`src/rtl/xbar_pkg.sv`:
```
// Shared types and width helpers for the programmable flow-evaluation crossbar.
package xbar_pkg;

    typedef enum logic [1:0] {
        LIT_OFF = 2'b00,
        LIT_ON  = 2'b01,
        LIT_POS = 2'b10,
        LIT_NEG = 2'b11
    } lit_mode_e;

    typedef enum logic [1:0] {
        IDLE = 2'b00,
        EVAL = 2'b01,
        DONE = 2'b10
    } state_e;

    // Index width that never collapses to zero bits for single-entry dimensions.
    function automatic int idx_w(input int n);
        return (n > 1) ? $clog2(n) : 1;
    endfunction

    // Cell literal width: {mode[1:0], var index}.
    function automatic int lit_w(input int nvars);
        return 2 + idx_w(nvars);
    endfunction

endpackage

```
`src/rtl/xbar_cell_array.sv`:
```
// Junction literal storage with a single write port and per-junction conduction
// derived from the latched variable assignment.
module xbar_cell_array
    import xbar_pkg::*;
#(
    parameter int ROWS  = 4,
    parameter int COLS  = 4,
    parameter int NVARS = 4,
    localparam int RW    = idx_w(ROWS),
    localparam int CW    = idx_w(COLS),
    localparam int VW    = idx_w(NVARS),
    localparam int LIT_W = lit_w(NVARS)
) (
    input  logic                       clk,
    input  logic                       rst,
    input  logic                       we,
    input  logic [RW-1:0]              wr_row,
    input  logic [CW-1:0]              wr_col,
    input  logic [LIT_W-1:0]           wr_lit,
    input  logic [NVARS-1:0]           vars_q,
    output logic [ROWS-1:0][COLS-1:0]  cond
);

    logic [LIT_W-1:0] cells [ROWS][COLS];
    logic             row_ok;
    logic             col_ok;

    assign row_ok = (32'(wr_row) < 32'(ROWS));
    assign col_ok = (32'(wr_col) < 32'(COLS));

    always_ff @(posedge clk) begin
        if (rst) begin
            // NOTE: this storage is reset on purpose -- every junction must read as off after reset.
            for (int r = 0; r < ROWS; r++) begin
                for (int c = 0; c < COLS; c++) begin
                    cells[r][c] <= '0;
                end
            end
        end else if (we && row_ok && col_ok) begin
            cells[wr_row][wr_col] <= wr_lit;
        end
    end

    always_comb begin
        lit_mode_e      mode;
        logic [VW-1:0]  vidx;
        logic           vok;
        // NOTE: every variable gets a value before any branch so no latch is inferred.
        cond = '0;
        mode = LIT_OFF;
        vidx = '0;
        vok  = 1'b0;
        for (int r = 0; r < ROWS; r++) begin
            for (int c = 0; c < COLS; c++) begin
                mode = lit_mode_e'(cells[r][c][LIT_W-1 -: 2]);
                vidx = cells[r][c][VW-1:0];
                vok  = (32'(vidx) < 32'(NVARS));
                case (mode)
                    LIT_OFF: cond[r][c] = 1'b0;
                    LIT_ON:  cond[r][c] = 1'b1;
                    LIT_POS: cond[r][c] = vok &  vars_q[vidx];
                    LIT_NEG: cond[r][c] = vok & ~vars_q[vidx];
                    default: cond[r][c] = 1'b0;
                endcase
            end
        end
    end

endmodule

```
`src/rtl/xbar_flow_eval.sv`:
```
// Iterative flow evaluation over a programmable crossbar: one wordline/bitline
// propagation step per cycle until the sensed wordline is reached or a fixpoint.
module xbar_flow_eval
    import xbar_pkg::*;
#(
    parameter int ROWS   = 4,
    parameter int COLS   = 4,
    parameter int NVARS  = 4,
    parameter int IN_ROW = 0,
    localparam int RW    = idx_w(ROWS),
    localparam int CW    = idx_w(COLS),
    localparam int LIT_W = lit_w(NVARS),
    localparam int IW    = $clog2(ROWS + COLS + 1)
) (
    input  logic              clk,
    input  logic              rst,
    input  logic              cfg_we,
    input  logic [RW-1:0]     cfg_row,
    input  logic [CW-1:0]     cfg_col,
    input  logic [LIT_W-1:0]  cfg_lit,
    input  logic              start,
    input  logic [NVARS-1:0]  vars,
    input  logic [RW-1:0]     out_row,
    output logic              busy,
    output logic              done,
    output logic              f,
    output logic [IW-1:0]     iters
);

    localparam logic [ROWS-1:0] IN_MASK   = ROWS'(1) << IN_ROW;
    localparam logic [IW-1:0]   MAX_STEPS = IW'(ROWS + COLS);

    state_e                    state;
    logic                      pend;
    logic [NVARS-1:0]          vars_q;
    logic [RW-1:0]             out_q;
    logic [ROWS-1:0]           row_r;
    logic [ROWS-1:0]           row_n;
    logic [COLS-1:0]           col_r;
    logic [COLS-1:0]           col_n;
    logic [ROWS-1:0][COLS-1:0] cond;
    logic                      stop;

    xbar_cell_array #(
        .ROWS  (ROWS),
        .COLS  (COLS),
        .NVARS (NVARS)
    ) u_cells (
        .clk    (clk),
        .rst    (rst),
        .we     (cfg_we && !busy),
        .wr_row (cfg_row),
        .wr_col (cfg_col),
        .wr_lit (cfg_lit),
        .vars_q (vars_q),
        .cond   (cond)
    );

    // Bitlines see this cycle's wordlines; wordlines see the freshly updated bitlines.
    always_comb begin
        col_n = col_r;
        for (int c = 0; c < COLS; c++) begin
            for (int r = 0; r < ROWS; r++) begin
                col_n[c] = col_n[c] | (row_r[r] & cond[r][c]);
            end
        end
        row_n = row_r;
        for (int r = 0; r < ROWS; r++) begin
            for (int c = 0; c < COLS; c++) begin
                row_n[r] = row_n[r] | (col_n[c] & cond[r][c]);
            end
        end
    end

    assign stop = row_n[out_q]
               || ((row_n == row_r) && (col_n == col_r))
               || (iters == MAX_STEPS - 1'b1);

    // pend marks the first DONE cycle, where f is resolved from the final reach vector.
    always_ff @(posedge clk) begin
        if (rst) begin
            state  <= IDLE;
            pend   <= 1'b0;
            busy   <= 1'b0;
            done   <= 1'b0;
            f      <= 1'b0;
            iters  <= '0;
            vars_q <= '0;
            out_q  <= '0;
            row_r  <= '0;
            col_r  <= '0;
        end else begin
            // NOTE: state registers use non-blocking assignments so all updates see pre-edge values.
            done <= 1'b0;
            case (state)
                IDLE, DONE: begin
                    if (pend) begin
                        f    <= row_r[out_q];
                        done <= 1'b1;
                        busy <= 1'b0;
                        pend <= 1'b0;
                    end else if (start) begin
                        vars_q <= vars;
                        out_q  <= out_row;
                        row_r  <= IN_MASK;
                        col_r  <= '0;
                        iters  <= '0;
                        busy   <= 1'b1;
                        state  <= EVAL;
                    end
                end
                EVAL: begin
                    row_r <= row_n;
                    col_r <= col_n;
                    iters <= iters + 1'b1;
                    if (stop) begin
                        state <= DONE;
                        pend  <= 1'b1;
                    end
                end
                default: state <= IDLE;
            endcase
        end
    end

endmodule

```
`config.mk`:
```
export PLATFORM = sky130hd
export DESIGN_NAME = xbar_flow_eval
export DESIGN_NICKNAME = d
export VERILOG_FILES = /design/src/rtl/xbar_pkg.sv /design/src/rtl/xbar_cell_array.sv /design/src/rtl/xbar_flow_eval.sv
export SDC_FILE = /design/constraint.sdc
export NUM_CORES = 1
export LEC_CHECK = 0
export BUFFER_PORTS_ARGS = -buffer_cell sky130_fd_sc_hd__buf_4
export CAP_MARGIN = 40
export CORE_AREA = 3 3 117 119
export DETAILED_ROUTE_END_ITERATION = 7
export DIE_AREA = 0 0 120 122
export PLACE_DENSITY = 0.51
export SETUP_SLACK_MARGIN = 0.3
export SYNTH_ARGS = -nofsm -noshare
export SYNTH_HDL_FRONTEND = slang
export SYNTH_SLANG_ARGS = --single-unit
```
`constraint.sdc`:
```
create_clock -name clk -period 3.2 [get_ports clk]
set_input_delay 0 -clock clk [delete_from_list [all_inputs] [get_ports clk]]
set_output_delay 0 -clock clk [all_outputs]
set_load 0.05 [all_outputs]
```
=== After elaboration in Yosys (flattened, before gate mapping) ===
Memories as Yosys holds them, arrays and structs flattened.
Cells that the tools add are included.
Widths: inputs -> output; s select.

* Divide/modulo/power cells: 0
* Add/sub/neg operators: 1
* Multiplexer cells: 78
* Equality and inequality tests: 56
* Reduce and logical (&&, ||, !) cells: 34
* Shift operators: 0
* Magnitude comparators: 19
* $mul: 0
* Bitwise gates (word level): 83

{| class="wikitable"
|+ Operator list
! cell !! number
|-
| $eq 2x2->1 const B || 33
|-
| $pmux 1 s4 || 16
|-
| $lt 2x3->1 const B || 17
|-
| $mux 16 || 3
|-
| $bmux 1 s2 || 18
|-
| $eq 2x1->1 const B || 17
|-
| $logic_not 2->1 || 17
|-
| $and 1x1->1 || 32
|-
| $or 1x1->1 || 32
|-
| $mux 1 || 26
|-
| $pmux 4 s2 || 3
|-
| $mux 4 || 5
|-
| $not 1->1 || 18
|-
| $reduce_or 16->1 || 1
|-
| $reduce_and 3->1 || 3
|-
| $demux 4 s2 || 1
|-
| $eq 4x4->1 || 2
|-
| $mux 2 || 4
|-
| $ne 2x2->1 const B || 3
|-
| $reduce_and 2->1 || 3
|-
| $add 4x1->4 const B || 1
|-
| $eq 4x3->1 const B || 1
|-
| $pmux 2 s2 || 1
|-
| $reduce_bool 2->1 || 2
|-
| other kinds (8) || 12
|}

* ROM bits: 0
* RAM bits: 64
* Latch bits: 0
* Bits in registers: 24
* Word-level logic and storage cells: 282
* Memories: 1

{| class="wikitable"
|+ Memories
! name !! depth !! bits a word !! read ports !! clocked after memory_dff !! write ports !! RTL line !! RTL
|-
| u_cells.cells || 4 || 16 || 4 || 0 || 4 || xbar_cell_array.sv:24 || <nowiki>logic [LIT_W-1:0] cells [ROWS][COLS];</nowiki>
|}

=== Depth between registers and ports, before layout ===
An unclocked memory read counts as a cell.

* Word-level depth: 21
* Mapped depth: 11
* Gate-level depth less buffers: 9

=== Cells and area by module ===
A second synthesis with hierarchy kept.

* Cell total of the unflattened synthesis: 402
* Area total of the unflattened synthesis: 4,520.6 sq um

{| class="wikitable"
|+ By module, submodules not included
! module !! area each (sq um) !! sequential area each (sq um) !! times used !! cells each
|-
| xbar_cell_array || 3,151.8 || 1,921.8 || 1 || 225
|-
| xbar_flow_eval || 1,368.8 || 480.5 || 1 || 177
|}

=== Worst setup path before layout ===
Ideal clock, no wire load.

* Kind: register -> register
* Start: register vars_q[0]
* End: register pend
* Period minus slack after synthesis: 2.971 ns
* Path buffers: 1
* Cell stages (with the launch flop): 11
* Arrival: 2.868 ns
* Required time: 3.097 ns
* Slack: 0.229 ns
* Path through: dfxtp_1 buf_2 mux4_2 a21o_1 and3_4 o41a_1 or4_4 a22oi_2 o211a_1 o32ai_2 a2111oi_2

* Cells in the longest elaborated chain, start to end: 20

{| class="wikitable"
|+ RTL lines
! item !! RTL line !! RTL
|-
| start: declaration || xbar_flow_eval.sv:35 || <nowiki>logic [NVARS-1:0] vars_q;</nowiki>
|-
| start signal: assignment || xbar_flow_eval.sv:103 || <nowiki>vars_q <= vars;</nowiki>
|-
| $bmux 1 s2 || xbar_cell_array.sv:61, xbar_cell_array.sv:62 ||
|-
| $mux 1 (not written as such) || xbar_cell_array.sv:61, xbar_cell_array.sv:62 ||
|-
| $not 1->1 || xbar_cell_array.sv:62 || <nowiki>LIT_NEG: cond[r][c] = vok & ~vars_q[vidx];</nowiki>
|-
| $pmux 1 s4 || xbar_cell_array.sv:58 || <nowiki>case (mode)</nowiki>
|-
| $and 1x1->1 || xbar_flow_eval.sv:64 || <nowiki>col_n[c] = col_n[c] | (row_r[r] & cond[r][c]);</nowiki>
|-
| $or 1x1->1 (4 in a row) || xbar_flow_eval.sv:64 ||
|-
| $and 1x1->1 || xbar_flow_eval.sv:70 || <nowiki>row_n[r] = row_n[r] | (col_n[c] & cond[r][c]);</nowiki>
|-
| $or 1x1->1 (4 in a row) || xbar_flow_eval.sv:70 ||
|-
| $bmux 1 s2 / $eq 4x4->1 (equally long branches) || xbar_flow_eval.sv:75, xbar_flow_eval.sv:76 ||
|-
| $mux 1 (not written as such) / $logic_and 1x1->1 (equally long branches) || xbar_flow_eval.sv:75, xbar_flow_eval.sv:76 ||
|-
| $logic_or 1x1->1 (*) || xbar_flow_eval.sv:76 || <nowiki>|| ((row_n == row_r) && (col_n == col_r))</nowiki>
|-
| $logic_or 1x1->1 (*) || xbar_flow_eval.sv:77 || <nowiki>|| (iters == MAX_STEPS - 1'b1);</nowiki>
|-
| $ne 2x2->1 (no line) (*) || - ||
|-
| $reduce_and 2->1 (no line) (*) || - ||
|-
| end signal: assignment || xbar_flow_eval.sv:83 || <nowiki>pend <= 1'b0;</nowiki>
|-
| end signal: assignment || xbar_flow_eval.sv:101 || <nowiki>pend <= 1'b0;</nowiki>
|-
| end signal: assignment || xbar_flow_eval.sv:118 || <nowiki>pend <= 1'b1;</nowiki>
|-
| end: declaration || xbar_flow_eval.sv:34 || <nowiki>logic pend;</nowiki>
|}

Every way passes the cells marked *; elsewhere a longest branch is shown, timed or not. The select of a mux whose other input is x is not followed.
A chain may end at the register's enable or synchronous reset.

=== Final worst setup path ===
* Start: register vars_q[2]
* End: register pend

Same word-level chain as after synthesis.

==> results by group <==
Power and ir drop
  – Power per cell area: 505 nW/um^2
  – Static leakage: 2.24 nW
  – Total power: 3.04 mW
  – Worst IR Drop VDD: 0.327 mV

Critical path
  – Critical path class: register to register
  – Reg2Reg Depth: 10
  – Launching point of the worst reg2reg path: vars_q[2]
  – Worst EP arrival: 3300 ps
  – Critical Path End: pend
  – CP max FO: 6
  – Flop2flop setup slack: 150 ps
  – CP Launch Type: register
  – Crit. End Element: register
  – WP data required: 3440 ps
  – Reg2reg end: pend
  – Crit path from: vars_q[2]

Cells and area
  – Area Overhead vs Synth: 18.8%
  – Fill cells: 1173
  – Core Util, Final: 0.476
  – Ant diodes: 0
  – Layout Nets: 567
  – Post-route insts no fill: 725
  – Layout cells sized above 1: 0.174
  – Design Area, Final: 6030 sq um

Synthesis
  – Ys Warns: 0
  – Synth top area cells: edfxtp_1 38%, dfxtp_1 9.5%, and2_1 8.5%
  – Top_reg_cell synth: edfxtp_1
  – Cell Area, Synth: 5070 sq um
  – Yosys reg bits: 88
  – Ys async rst share: 0
  – Post-Syn Instances: 499
  – Top cell type's share of synthesized area: 0.379
  – Synth unique cells: 62
  – Commonest cells in the netlist: 69 x and2_1, 64 x edfxtp_1, 50 x nand2_1, 38 x nor2_1, 31 x mux2i_1
  – Syn nets: 518
  – Count leader, synth: and2_1
  – Avg Synthesized Cell Area: 10.2 sq um
  – Seq/Total Area, Yosys: 0.473
  – Number of flops mapped to enable cells by yosys: 64
  – Post-synth top area cell: edfxtp_1

Route
  – WL/cell: 18.9 microns
  – Initial DRC Count: 196
  – First-pass DRT Iterations: 5
  – Drt total wl: 13700 microns
  – Drt drc: 0
  – Top routing layer used: met4
  – Vias: 3921
  – Metal-1 WL: 6200 microns
  – Vias per cell: 5.41
  – Met3 wire len: 616 microns
  – Routed Antenna Nets: 0
  – Met2 wire length: 6680 microns

Floorplan
  – # rows: 41
  – DIE HEIGHT: 122 microns
  – Core ar.: 12700 sq um
  – Starting Density: 0.400
  – I/O pin total: 25
  – Die ar.: 14600 sq um
  – DIE WIDTH: 120 microns

Timing
  – Slew @ Worst Pin: 748 ps
  – Crit share post-route: 0.954
  – Hold_ws: 57.9 ps
  – Rel. slew slack: 0.501
  – Fmax: 0.327 GHz
  – Worst clock skew: 8.95 ps
  – Final Slew Violations: 0
  – Setup TNS: 0 ps
  – Final hold vios: 0
  – Setup ws final: 146 ps
  – RSZ-0062 raised after global routing: yes
  – Final worst path period need: 3050 ps
  – Final setup vio count: 0

Clock network
  – Worst-Skew Late Latency: 350 ps
  – CTS tree: done
  – Sink Count: 88
  – CTS buffer count: 9
  – Clock root buffer: clkbuf_16
  – CTS H-tree lvls: 3
  – Reg clk slew, reported paths: 70 ps
  – Max clock buf depth: 2

Placement
  – DP Worst Slack: -134 ps
  – Detail Placement HPWL: 9490 microns
  – GP Congestion: 0.879
  – Number of instances in the placed design: 689
  – Input/output buffers: 24
  – Cell Area, Placed: 5520 sq um

Global routing
  – First-pass GRT wire length: 21700 microns
  – Largest net degree at the start of global routing: 29
  – Vias in the first global route: 3909
  – Total GRT Usage: 0.198
  – Initial antenna violation count: 0
  – GRT overflow: 0

Min path
  – Worst hold path class: primary input to register
  – Hold path depth: 2

Run status
  – Status: complete, no violations

Run
  – Max Cap Viol: 0
## worst min-delay path by stage
stage	slack, ps	from	to
global route	60	rst	row_r[1]
global placement	250	out_row[1]	out_q[1]
floorplan	140	vars[0]	vars_q[0]
detailed placement	260	out_row[0]	out_q[0]
CTS	40	rst	row_r[1]
finish	60	rst	row_r[1]
## area by class of cell
class / count / area [sq um] / share of cell area
Clock buffer: 15 / 268 / 0.0444
Clock inverter: 1 / 5.00 / 0.000830
Inverter: 8 / 30.0 / 0.00498
Multi-Input combinational cell: 379 / 2570 / 0.426
Sequential cell: 88 / 2410 / 0.399
Tap cell: 172 / 215 / 0.0357
Timing Repair Buffer: 62 / 537 / 0.0890
## cells by family (layout without fill, tap and decap cells)
family,Yosys count,count (layout),share of synthesized area
simple gates,230,230,0.241
fa+ha+maj,1,1,0.00247
mux,45,45,0.0967
buf+inv,32,86,0.0284
flops,88,88,0.473
compound gates,88,88,0.132
xor+xnor,15,15,0.0259
## registers in the layout, summed over array words and instances, names as in the netlist
signal and count:
row_r 4, col_r 4, done 1, busy 1, vars_q 4, pend 1, f 1, out_q 2
iters 4, state 2, u_cells.cells 64
## worst max-delay path, stage by stage (launching register included)
cell       delay, ps
dfxtp_2          330
buf_12           130
mux4_2           470
a21o_1           190
and3_4           190
o41a_1           370
or4_4            430
a22oi_2          190
o211a_1          220
o32ai_4          120
a2111oi_4        310
## repair_timing
action,CTS,global route
hold buffers,7,0
buffers inserted,12,1
endpoints found under the setup margin,3,3
gates resized for setup,8,4
endpoints found under the hold margin,7,0
cloned,0,0
pin swaps,4,2
## power breakdown
group | leakage, nW | switching [mW] | internal [mW]
combinational | 1.25 | 0.390 | 0.306
clock | 0.134 | 0.414 | 0.569
sequential | 0.860 | 0.0759 | 1.29
total | 2.24 | 0.880 | 2.16
## layout by cell type, fill, tap and decap left out, drive strengths merged, types with 2 or more instances in the layout
| master | netlist | final |
|---|---|---|
| o211ai | 4 | 4 |
| dfxtp | 24 | 24 |
| mux4 | 2 | 2 |
| inv | 8 | 8 |
| xnor2 | 8 | 8 |
| a41oi | 5 | 5 |
| a22oi | 4 | 4 |
| nor4 | 3 | 3 |
| edfxtp | 64 | 64 |
| o211a | 3 | 3 |
| o31a | 3 | 3 |
| or4 | 2 | 2 |
| a211oi | 2 | 2 |
| nand4 | 3 | 3 |
| nand2b | 29 | 29 |
| nand2 | 50 | 50 |
| o21ai | 13 | 13 |
| nand3 | 9 | 9 |
| clkbuf | 14 | 15 |
| mux2i | 31 | 31 |
| dlygate4sd3 | 0 | 7 |
| nor2b | 7 | 7 |
| o41a | 4 | 4 |
| o22a | 8 | 8 |
| xor2 | 7 | 7 |
| buf | 10 | 55 |
| a21oi | 15 | 15 |
| o22ai | 5 | 5 |
| nor2 | 38 | 38 |
| nor3 | 8 | 8 |
| a41o | 4 | 4 |
| a31oi | 2 | 2 |
| a21o | 3 | 3 |
| mux2 | 12 | 12 |
| and2 | 69 | 69 |
| or2 | 4 | 4 |
## layer usage
layer | vias up | GRT usage
met2 | 92 | 0.332
li1 | 1902 | -
met1 | 1912 | 0.255
met4 | 0 | 0.0480
met3 | 15 | 0.0529
met5 | - | 0
Power figures use the tool's default switching activity.
